==> src/rtl/regfile_ctl.sv <==
// Command sequencer between the byte-serial host link and the frequency-meter
// config register file: decodes commands, assembles config writes, streams read-back.
module regfile_ctl #(
  parameter logic [7:0]  CMD_CONF_WR = 8'h2A,
  parameter logic [7:0]  CMD_CONF_RD = 8'h3A,
  parameter int unsigned WR_BYTES    = 8,
  parameter int unsigned RD_BYTES    = 16,
  localparam int unsigned WR_W       = WR_BYTES * 8,
  localparam int unsigned ADDR_W     = $clog2(RD_BYTES)
) (
  input  logic              clk_i,
  input  logic              rst_n_i,
  input  logic              rx_vld_i,
  input  logic [7:0]        rx_data_i,
  input  logic              frame_end_i,
  input  logic              tx_req_i,
  output logic [7:0]        tx_data_o,
  output logic              reg_rd_en_o,
  output logic [ADDR_W-1:0] reg_rd_addr_o,
  input  logic [7:0]        reg_rd_data_i,
  output logic              reg_wr_en_o,
  output logic [WR_W-1:0]   reg_wr_data_o,
  output logic              busy_o,
  output logic              err_o
);

  localparam int unsigned CNT_W = $clog2(WR_BYTES);

  typedef enum logic [1:0] {
    IDLE    = 2'd0,
    WR_DATA = 2'd1,
    RD_DATA = 2'd2,
    DROP    = 2'd3
  } state_t;

  state_t             state_q, state_d;
  logic [CNT_W-1:0]   cnt_q, cnt_d;
  logic [ADDR_W-1:0]  addr_d;
  logic [7:0]         tx_d;
  logic               rd_en_d;
  logic               wr_en_d;
  logic [WR_W-1:0]    wr_data_d;
  logic               busy_d;
  logic               err_d;

  // State and registered outputs
  always_ff @(posedge clk_i or negedge rst_n_i) begin
    if (!rst_n_i) begin
      state_q       <= IDLE;
      cnt_q         <= '0;
      tx_data_o     <= '0;
      reg_rd_en_o   <= 1'b0;
      reg_rd_addr_o <= '0;
      reg_wr_en_o   <= 1'b0;
      reg_wr_data_o <= '0;
      busy_o        <= 1'b0;
      err_o         <= 1'b0;
    end else begin
      state_q       <= state_d;
      cnt_q         <= cnt_d;
      tx_data_o     <= tx_d;
      reg_rd_en_o   <= rd_en_d;
      reg_rd_addr_o <= addr_d;
      reg_wr_en_o   <= wr_en_d;
      reg_wr_data_o <= wr_data_d;
      busy_o        <= busy_d;
      err_o         <= err_d;
    end
  end

  // Next state and next output values
  always_comb begin
    state_d   = state_q;
    cnt_d     = cnt_q;
    addr_d    = reg_rd_addr_o;
    wr_data_d = reg_wr_data_o;
    wr_en_d   = 1'b0;
    err_d     = 1'b0;

    case (state_q)
      IDLE: begin
        if (rx_vld_i) begin
          if (rx_data_i == CMD_CONF_WR) begin
            state_d = WR_DATA;
            cnt_d   = '0;
          end else if (rx_data_i == CMD_CONF_RD) begin
            state_d = RD_DATA;
            addr_d  = '0;
          end else begin
            state_d = DROP;
            err_d   = 1'b1;
          end
        end
      end
      WR_DATA: begin
        if (rx_vld_i) begin
          for (int i = 0; i < int'(WR_BYTES); i++) begin
            if (cnt_q == CNT_W'(i)) wr_data_d[8*i +: 8] = rx_data_i;
          end
          if (cnt_q == CNT_W'(WR_BYTES - 1)) begin
            wr_en_d = 1'b1;
            state_d = IDLE;
            cnt_d   = '0;
          end else begin
            cnt_d = cnt_q + CNT_W'(1);
          end
        end
      end
      RD_DATA: begin
        // Final request ends the burst without wrapping the address
        if (tx_req_i) begin
          if (reg_rd_addr_o == ADDR_W'(RD_BYTES - 1)) state_d = IDLE;
          else addr_d = reg_rd_addr_o + ADDR_W'(1);
        end
      end
      DROP: ;
      default: state_d = IDLE;
    endcase

    // Chip-select release aborts everything; a write completing this cycle still strobes
    if (frame_end_i) begin
      state_d = IDLE;
      cnt_d   = '0;
      addr_d  = '0;
      err_d   = 1'b0;
    end

    rd_en_d = (state_d == RD_DATA);
    busy_d  = (state_d != IDLE);
    tx_d    = (state_q == RD_DATA) ? reg_rd_data_i : 8'h00;
  end

endmodule

==> config.mk <==
export PLATFORM = sky130hd
export DESIGN_NAME = regfile_ctl
export DESIGN_NICKNAME = d
export VERILOG_FILES = /design/src/rtl/regfile_ctl.sv
export SDC_FILE = /design/constraint.sdc
export NUM_CORES = 1
export LEC_CHECK = 0
export BUFFER_PORTS_ARGS = -buffer_cell sky130_fd_sc_hd__clkbuf_2
export CAP_MARGIN = 10
export CORE_MARGIN = 1
export CORE_UTILIZATION = 40
export CTS_BUF_LIST = sky130_fd_sc_hd__clkbuf_16
export CTS_CLUSTER_SIZE = 20
export DETAILED_ROUTE_END_ITERATION = 16
export GPL_TIMING_DRIVEN = 1
export PLACE_DENSITY = 0.73
export SLEW_MARGIN = 20
export SYNTH_ARGS = -nofsm -noshare
export SYNTH_HDL_FRONTEND = slang
export SYNTH_SLANG_ARGS = --single-unit
==> constraint.sdc <==
create_clock -name clk_i -period 2.06 [get_ports clk_i]
set_input_delay 0.309 -clock clk_i [delete_from_list [all_inputs] [get_ports clk_i]]
set_output_delay 0.309 -clock clk_i [all_outputs]
set_load 0.005 [all_outputs]
==> results.cfg, run 1 <==
[detailed_routing]
final_antenna_net_count = 0
drc = 0
drtIter0Drc = 41
vias = 2353
vias_per_cell = 5.09
wl_um = 7710
avgRoutedWirePerCell_um = 16.7
dr.pass1.iters = 4

[placed_design]
place_area_mm2 = 0.00412
place_hpwl_um = 5610
globalplace.congestion = 0.732
numPortBuffers = 100

[synth]
async_flop_share_pct = 100
yosysWarnings = 0
netlist_top_cells_count = dfrtp_1, mux2_2, and2_1, nand2_1
synth_compound_area_share_pct = 4.23
mappedNetlistArea_mm2 = 0.00343
muxShareOfSynthArea_pct = 20.7
synth_top_family_by_area = multiplexers
synthCells = 235
synth-xor-area-share_pct = 0
synth_area_leaders = dfrtp_1, mux2_2, ha_1
yosysMostFrequentCell = dfrtp_1
synth_seq_cells = 85
synth_area_per_cell_um2 = 14.6
synthAdderAreaFrac_pct = 2.55
seq_area_frac_synth_pct = 62.0
synth_top_area_share_pct = 62.0
syn-num-nets = 263
synth_simple_gate_area_share_pct = 9.41
synth_cell_types = 35
yosysTopAreaCell = dfrtp_1
synth-edff-count = 0
synth_ff_type = dfrtp_1

[cells_and_area]
fin_area_mm2 = 0.00444
diodes = 0
fill_cells = 739
syn2layout_area_growth_pct = 29.3
fin_nets = 381
drive_gt1_share_pct = 56.0

[timing]
min_period_over_period_pct = 88.9
setup-tns-final_ps = 0
final-setup-viol-count = 0
finClkSkew_ps = 6.68
finalHoldViolations = 0
worst_slew_pin_slew_ps = 570
rsz0062_at_grt = no
relSlewSlack_pct = 62.0
period_minus_slack_ps = 1830
drv_slew = 0
max_freq_ghz = 0.546

[cts]
clk_latency_ps = 330
cts_tree = done
clockBufferDepth = 2
cts_max_level = 3
cts_hold_buffers = 1
path_clk_slew_ps = 60
cts_buffers = 9
cts_resized = 0
postCtsSetupBuffers = 0
root_buffer = clkbuf_16
clkSinkCount = 85

[floorplanning]
floorplan.initialDensity_pct = 41.5
fp.coreArea_mm2 = 0.00826
fp.dieW_um = 94.6
row_count = 33
die_h_um = 94.6
pin_count = 101
fp.dieArea_mm2 = 0.00895

[power]
power_density_mw_per_mm2 = 903
vdd_drop_max_v = 0.000367
leakage_nw = 2.38

[global_route]
grt.total_usage_pct = 18.4
grt_max_degree = 46
gr-total-overflow = 0
grt_pass1_vias = 2321
grt_pass1_wl_um = 12100
antenna_found_initial = 0

[run_status]
status = finished clean

[critical_path]
endpoint_kind = flip-flop
path_cells = and2b_1, a31oi_1, a2111oi_1, a311o_1
path_buf_inv = 0
critPathMaxFanout = 13
startpoint_type = flip-flop
worstSetupPathType = reg2reg
crit_path_max_incr_delay_ps = 570
crit_slowest_cell = dfrtp_1
cp.arrival_ps = 2050
path_delay_family = compound AO/OA/AOI/OAI gates
crit_required_ps = 2280

[worst_hold_path]
holdCritPathClass = in2reg

[job]
max_cap_violations = 0
[registers in the layout, summed over array words and instances (netlist names)]
register	cells
reg_rd_en_o	1
tx_data_o	8
reg_wr_data_o	64
err_o	1
reg_wr_en_o	1
cnt_q	3
state_q	2
reg_rd_addr_o	4
busy_o	1
[worst reg2reg max path, delay by kind of cell (launching register included)]
family | cells | cell delay, ps
simple gates | 1 | 250
compound gates | 3 | 910
flops | 1 | 570
[worst paths after layout]
check                                  startpoint                 to  slack (ps)  cells after the start
worst max-delay path                   state_q[0]   reg_rd_addr_o[2]         230                      4
worst min-delay path             reg_rd_data_i[4]       tx_data_o[4]         180                      2
worst max register to register         state_q[0]   reg_rd_addr_o[2]         230                      4
worst min register to register  reg_wr_data_o[28]  reg_wr_data_o[28]         500                      2
max in group asynchronous                 rst_n_i  reg_wr_data_o[24]         850                      3
min in group asynchronous                 rst_n_i   reg_rd_addr_o[1]         510                      2
[layer usage]
layer  vias up  track usage [%]  share of wire, %
met5         -                0                 0
met1      1198             23.7                44
met4         0             7.45               1.8
met2        65             30.3                51
li1       1079                -                 -
met3        11             3.62               3.5
[logic make-up (layout without fill, tap and decap cells)]
| family | after synthesis | after routing |
|---|---|---|
| multiplexers | 63 | 63 |
| AND/OR/NAND/NOR | 50 | 50 |
| AO/OA/AOI/OAI | 20 | 20 |
| buffers and inverters | 10 | 132 |
| flip-flops | 85 | 85 |
| adder cells (fa/ha/maj) | 7 | 7 |
[through the flow]
step / hold WS [ps] / power (mW) / std cells / setup slack (ps) / util [%]
after global placement: 339 / 2.36 / 446 / 320 / 49.9
after detailed placement: 347 / 2.38 / 446 / 278 / 49.9
after CTS: 178 / 4.06 / 462 / 268 / 53.7
final: 181 / 4.01 / 462 / 229 / 53.7
after floorplan: 13.4 / 2.11 / 235 / 501 / -
after global routing: 179 / 4.18 / 462 / 98.5 / 53.7
[area by class of cell]
cell class | count | area [µm²] | share of cell area (%)
clock inverter | 6 | 81.3 | 1.83
tap | 105 | 131 | 2.96
inverter | 7 | 26.3 | 0.592
timing repair buffer | 110 | 581 | 13.1
sequential | 85 | 2130 | 47.9
clock buffer | 9 | 225 | 5.08
multi-input combinational | 140 | 1260 | 28.5
[where the power goes]
part	total, mW	internal [mW]	switching [mW]
Clock	1.66	1.05	0.617
Combinational	0.453	0.234	0.219
Sequential	1.89	1.81	0.0826
[cell usage in the layout, fill, tap and decap left out, drive strengths merged, types with 3 or more instances in the layout]
master	synthesis	routed
dfrtp	85	85
nand2b	3	3
clkbuf	1	108
inv	7	9
and3	3	3
ha	7	7
nor3b	3	3
and2	8	8
nand3b	3	3
nand2	8	8
o21ai	6	6
nand3	6	6
buf	2	10
nor2	10	10
mux2	63	63
(Power assumes the default switching activity.)
==> run 2, diff against run 1 <==
--- a/config.mk
+++ b/config.mk
@@ -13,7 +13,7 @@
 export CTS_CLUSTER_SIZE = 20
 export DETAILED_ROUTE_END_ITERATION = 16
 export GPL_TIMING_DRIVEN = 1
-export PLACE_DENSITY = 0.73
+export PLACE_DENSITY = 0.76
 export SLEW_MARGIN = 20
 export SYNTH_ARGS = -nofsm -noshare
 export SYNTH_HDL_FRONTEND = slang
==> constraint.sdc (replaced) <==
create_clock -name clk_i -period 1.5 [get_ports clk_i]
set_input_delay 0.225 -clock clk_i [delete_from_list [all_inputs] [get_ports clk_i]]
set_output_delay 0.225 -clock clk_i [all_outputs]
set_load 0.005 [all_outputs]
==> run 2 against run 1 <==
Effect of this change:
- maximum frequency grew 16%
- core utilization grew 7.6 points
- flip-flop and latch count is the same
- clock power rose by 37%
- cell count increased by 5.8%
- sequential power is 38% higher
- critical path depth is the same
- critical endpoint is now reg_wr_data_o[5]
- register-to-register slack worse by 310 ps
- critical path type unchanged
- count of clock-buffer cells in the layout stayed put
- the run now ends with negative setup slack left
- global-route usage up 1.6 points
- hold slack got worse by 78 ps
==> results.cfg, run 2 (synthesis gave the netlist of run 1 again) <==
[run_status]
status = finished, violations left
violations = negative setup slack

[cells_and_area]
layout_common_cells = clkbuf_2, dfrtp_1, mux2_4, buf_4, mux2_2
fin_nets = 408
largest_reg_flops = 64
drive_gt1_share_pct = 65.1
top_register = reg_wr_data_o
reg_top3 = reg_wr_data_o: 64 flops, tx_data_o: 8 flops, reg_rd_addr_o: 4 flops
diodes = 0
utilization_pct = 61.4
syn2layout_area_growth_pct = 47.7
mostFrequentLayoutCell = clkbuf_2

[global_route]
grt_max_degree = 86
gr-total-overflow = 0
antenna_found_initial = 0
grt_pass1_wl_um = 13300
grt.total_usage_pct = 19.9
grt_pass1_vias = 2477

[detailed_routing]
dr.pass1.iters = 4
vias = 2480
avgRoutedWirePerCell_um = 17.9
wl_um = 8760
vias_per_cell = 5.07
drc = 0
drtIter0Drc = 68
final_antenna_net_count = 0

[cts]
path_clk_slew_ps = 60
cts_tree = done
cts_buffers = 9
root_buffer = clkbuf_16
cts_max_level = 3
clkSinkCount = 85
clockBufferDepth = 2
clk_latency_ps = 330

[timing]
setup_slack_ps = -81.9
hold_ws_ps = 103
worst_slew_pin_slew_ps = 473
final-setup-viol-count = 41
period_minus_slack_ps = 1580
relSlewSlack_pct = 68.5
finClkSkew_ps = 4.29
min_period_over_period_pct = 105
rsz0062_at_grt = yes
finalHoldViolations = 0
drv_slew = 0
max_freq_ghz = 0.632

[critical_path]
rrSetupSlack_ps = -80
worstSetupPathType = reg2reg
crit_required_ps = 1710
cp-startpoint = state_q[1]
r2r_start = state_q[1]
endpoint_kind = flip-flop
startpoint_type = flip-flop
critPathMaxFanout = 8
cp.arrival_ps = 1790

[power]
power_density_mw_per_mm2 = 1130
vdd_drop_max_v = 0.000594
leakage_nw = 2.60

[placed_design]
globalplace.congestion = 0.794
numPortBuffers = 100
place_ws_ps = -106
place_hpwl_um = 5760

[floorplanning]
pin_count = 101
floorplan.initialDensity_pct = 41.5
fp.dieArea_mm2 = 0.00895
fp.coreArea_mm2 = 0.00826
row_count = 33
die_h_um = 94.6
fp.dieW_um = 94.6

[worst_hold_path]
min_from = reg_rd_data_i[2]
holdCritPathClass = in2reg

[job]
max_cap_violations = 0
==> run 2: cell count changes in the layout (fill, tap and decap cells not counted), sizes merged <==
cell | before | now
buf | 10 | 35
inv | 9 | 8
nand3 | 6 | 7
clkinvlp | 0 | 1
clkbuf | 108 | 109
==> run 2: path summary, 6_finish.rpt <==
kind / to / cells after the start
max in group asynchronous: reg_wr_data_o[60] / 3
hold / removal: tx_data_o[2] / 2
min in group asynchronous: reg_rd_addr_o[0] / 3
setup reg to reg: reg_wr_data_o[5] / 4
hold reg to reg: reg_wr_data_o[9] / 1
setup / recovery: reg_wr_data_o[5] / 4
==> run 2: through the flow <==
| step | TNS (ps) | total power, mW | area, µm² | instances |
|---|---|---|---|---|
| 3_3_place_gp | -346 | 3.28 | 4350 | 467 |
| 4_1_cts | -442 | 5.69 | 4870 | 488 |
| 3_5_place_dp | -2010 | 3.32 | 4350 | 467 |
| 5_1_grt | -4660 | 5.95 | 5070 | 489 |
| 2_1_floorplan | 0 | 2.90 | 3440 | 235 |
| 6_report | -1550 | 5.70 | 5070 | 489 |
==> run 2: what timing repair did <==
item	in CTS	in global routing
gates resized for setup	44	41
setup endpoints to repair	62	65
hold buffers	1	0
setup buffers	4	0
pin swaps	10	6
endpoints found under the hold margin	85	0
cloned	1	1
==> run 2: cell type report <==
| class | instances | area [µm²] |
|---|---|---|
| clock inverters | 6 | 80.1 |
| flip-flops and latches | 85 | 2130 |
| clock buffers | 9 | 225 |
| inverters | 7 | 26.3 |
| multi-input cells | 141 | 1590 |
| well taps | 105 | 131 |
| fillers | 656 | 3190 |
| repair buffers | 136 | 882 |
==> run 2: layer usage <==
metal  vias up  GRT usage, %  wire (µm)
met5         -             0          0
met1      1282          25.0       3780
met4         0          6.06         60
li1       1135             -          -
met3         6          4.19        266
met2        57          34.4       4650
==> run 2: power by group <==
part / total (mW) / switching, mW / internal, mW
Clock: 2.27 / 0.839 / 1.43
Sequential: 2.61 / 0.124 / 2.49
Combinational: 0.818 / 0.357 / 0.460
==> run 2: worst max-delay path, stage by stage (launching register included) <==
cell      delay, ps
dfrtp_2         460
nand3b_1        300
nor2_2          230
buf_12          170
mux2_4          300
==> run 3, diff against run 2 <==
--- a/config.mk
+++ b/config.mk
@@ -5,15 +5,15 @@
 export SDC_FILE = /design/constraint.sdc
 export NUM_CORES = 1
 export LEC_CHECK = 0
-export BUFFER_PORTS_ARGS = -buffer_cell sky130_fd_sc_hd__clkbuf_2
 export CAP_MARGIN = 10
 export CORE_MARGIN = 1
 export CORE_UTILIZATION = 40
 export CTS_BUF_LIST = sky130_fd_sc_hd__clkbuf_16
 export CTS_CLUSTER_SIZE = 20
 export DETAILED_ROUTE_END_ITERATION = 16
+export DONT_BUFFER_PORTS = 1
 export GPL_TIMING_DRIVEN = 1
-export PLACE_DENSITY = 0.76
+export PLACE_DENSITY = 0.65
 export SLEW_MARGIN = 20
 export SYNTH_ARGS = -nofsm -noshare
 export SYNTH_HDL_FRONTEND = slang
==> run 3 against run 2 <==
Effect of this change:
- the flow finishes with violations (negative hold slack, negative setup slack)
- via count shrank 18%
- maximum frequency up 1.4%
- hold slack worse by 530 ps
- design area is 13% lower
- largest cell class unchanged
- largest power group unchanged
==> results.cfg, run 3 (synthesis gave the netlist of run 1 again) <==
[cts]
clk_latency_ps = 340
cts_buffers = 9
clkSinkCount = 85
root_buffer = clkbuf_16
cts_tree = done
path_clk_slew_ps = 70
clockBufferDepth = 2
cts_hold_buffers = 1
cts_max_level = 3

[detailed_routing]
vias_per_cell = 5.41
dr.pass1.iters = 5
drtIter0Drc = 61
final_antenna_net_count = 0
drc = 0
avgRoutedWirePerCell_um = 20.3
vias = 2046
wl_um = 7660

[cells_and_area]
drive_gt1_share_pct = 49.8
fin_area_mm2 = 0.00443
mostFrequentLayoutCell = dfrtp_1
largest_reg_flops = 64
seq_area_mm2 = 0.00213
fin_nets = 296
layout_common_cells = dfrtp_1, mux2_4, mux2_2, buf_4, clkbuf_16
fill_cells = 682
reg_top3 = reg_wr_data_o: 64 flops, tx_data_o: 8 flops, reg_rd_addr_o: 4 flops
multi_input_area_mm2 = 0.00156
syn2layout_area_growth_pct = 29.1
top_register = reg_wr_data_o
diodes = 0

[floorplanning]
fp.dieW_um = 94.6
fp.dieArea_mm2 = 0.00895
row_count = 33
fp.coreArea_mm2 = 0.00826
floorplan.initialDensity_pct = 41.5
pin_count = 101
die_h_um = 94.6

[global_route]
gr-total-overflow = 0
grt_max_degree = 86
grt_pass1_wl_um = 11200
grt_pass1_vias = 2083
grt.total_usage_pct = 16.9
antenna_found_initial = 0

[critical_path]
endpoint_kind = flip-flop
path_buf_inv = 2
crit_slowest_cell = dfrtp_2
crit_path_max_incr_delay_ps = 440
cpMostUsedCell = buf_4
startpoint_type = flip-flop
critPathMaxFanout = 4
cp.arrival_ps = 1820
path_delay_family = compound AO/OA/AOI/OAI gates
worstSetupPathType = reg2reg
path_cells = buf_4, buf_4, a311oi_1, o21ai_0, a21oi_1
rrSetupSlack_ps = -60
crit_required_ps = 1760

[power]
leakage_nw = 2.08
vdd_drop_max_v = 0.000513
power_density_mw_per_mm2 = 1240

[timing]
rsz0062_at_grt = yes
hold_ws_ps = -426
worst_slew_pin_slew_ps = 517
min_period_over_period_pct = 104
finClkSkew_ps = 8.07
setup_slack_ps = -60.1
period_minus_slack_ps = 1560
finalHoldViolations = 85
relSlewSlack_pct = 65.3
final-setup-viol-count = 49
setup-tns-final_ps = -1450
drv_slew = 0
max_freq_ghz = 0.641

[placed_design]
place_hpwl_um = 4940
place_area_mm2 = 0.00375
numPortBuffers = 0
place_ws_ps = -96.0
globalplace.congestion = 0.814

[worst_hold_path]
holdCritPathClass = in2async

[run_status]
violations = negative hold slack, negative setup slack
status = finished, violations left

[job]
max_cap_violations = 0
-- run 3: cell types whose count changed in the layout (fill, tap and decap cells not counted), moves of 2 or more --
cell / change
buf_4: -8
buf_6: -2
clkbuf_2: -99
dfrtp_1: +2
dfrtp_2: -2
ha_2: +2
ha_4: -2
nand2_1: +3
nand2_2: -3
nor2_2: +2
nor2_4: -2
-- run 3: path summary, 6_finish.rpt --
path                                    from           endpoint  cells past startpoint
min reg2reg                reg_wr_data_o[28]  reg_wr_data_o[28]                      2
max                               state_q[0]           cnt_q[0]                      5
max reg2reg                       state_q[0]           cnt_q[0]                      5
min                                  rst_n_i  reg_wr_data_o[10]                      0
max in group asynchronous            rst_n_i         state_q[0]                      0
min in group clk_i          reg_rd_data_i[0]       tx_data_o[0]                      1
-- run 3: per-layer routing --
metal,wire length [µm],GRT usage (%),vias to the layer above
li1,-,-,897
met1,3160,20.0,1072
met2,3760,26.9,65
met3,561,4.91,12
met4,182,10.7,0
met5,0,0,-
-- run 3: worst reg2reg max path: cells and delay by family (launching register included) --
kind                   cells  cell delay, ps
AO/OA/AOI/OAI              3             740
flip-flops                 1             440
buffers and inverters      2             310
-- run 3: through the flow --
step | total power [mW] | cells | utilization, % | hold slack (ps)
after global placement | 3.00 | 356 | 45.5 | -69.1
after detailed placement | 3.02 | 356 | 45.5 | -69.0
final | 5.51 | 378 | 53.6 | -426
after global routing | 5.72 | 378 | 53.6 | -442
after CTS | 5.52 | 376 | 51.2 | -438
after floorplan | 2.90 | 235 | - | -70.6
-- run 3: where the power goes --
part | leakage [nW] | switching, mW | internal (mW)
logic | 0.775 | 0.164 | 0.312
clock network | 0.151 | 0.911 | 1.47
registers | 1.15 | 0.168 | 2.49
total | 2.08 | 1.24 | 4.27
-- run 3: area by class of cell --
type                            instances  share of cell area, %
Sequential cell                        85                   48.1
Multi-Input combinational cell        140                   35.2
Timing Repair Buffer                   25                   5.85
Clock buffer                            9                   5.09
Tap cell                              105                   2.97
Clock inverter                          7                   2.23
Inverter                                7                  0.593
-- run 3: timing repair --
item                                   CTS  global route
setup buffers                            3             2
setup endpoints to repair               57            72
resized for setup                       29            49
endpoints found under the hold margin   89            85
pin swaps                                6            14
cloned                                   0             0
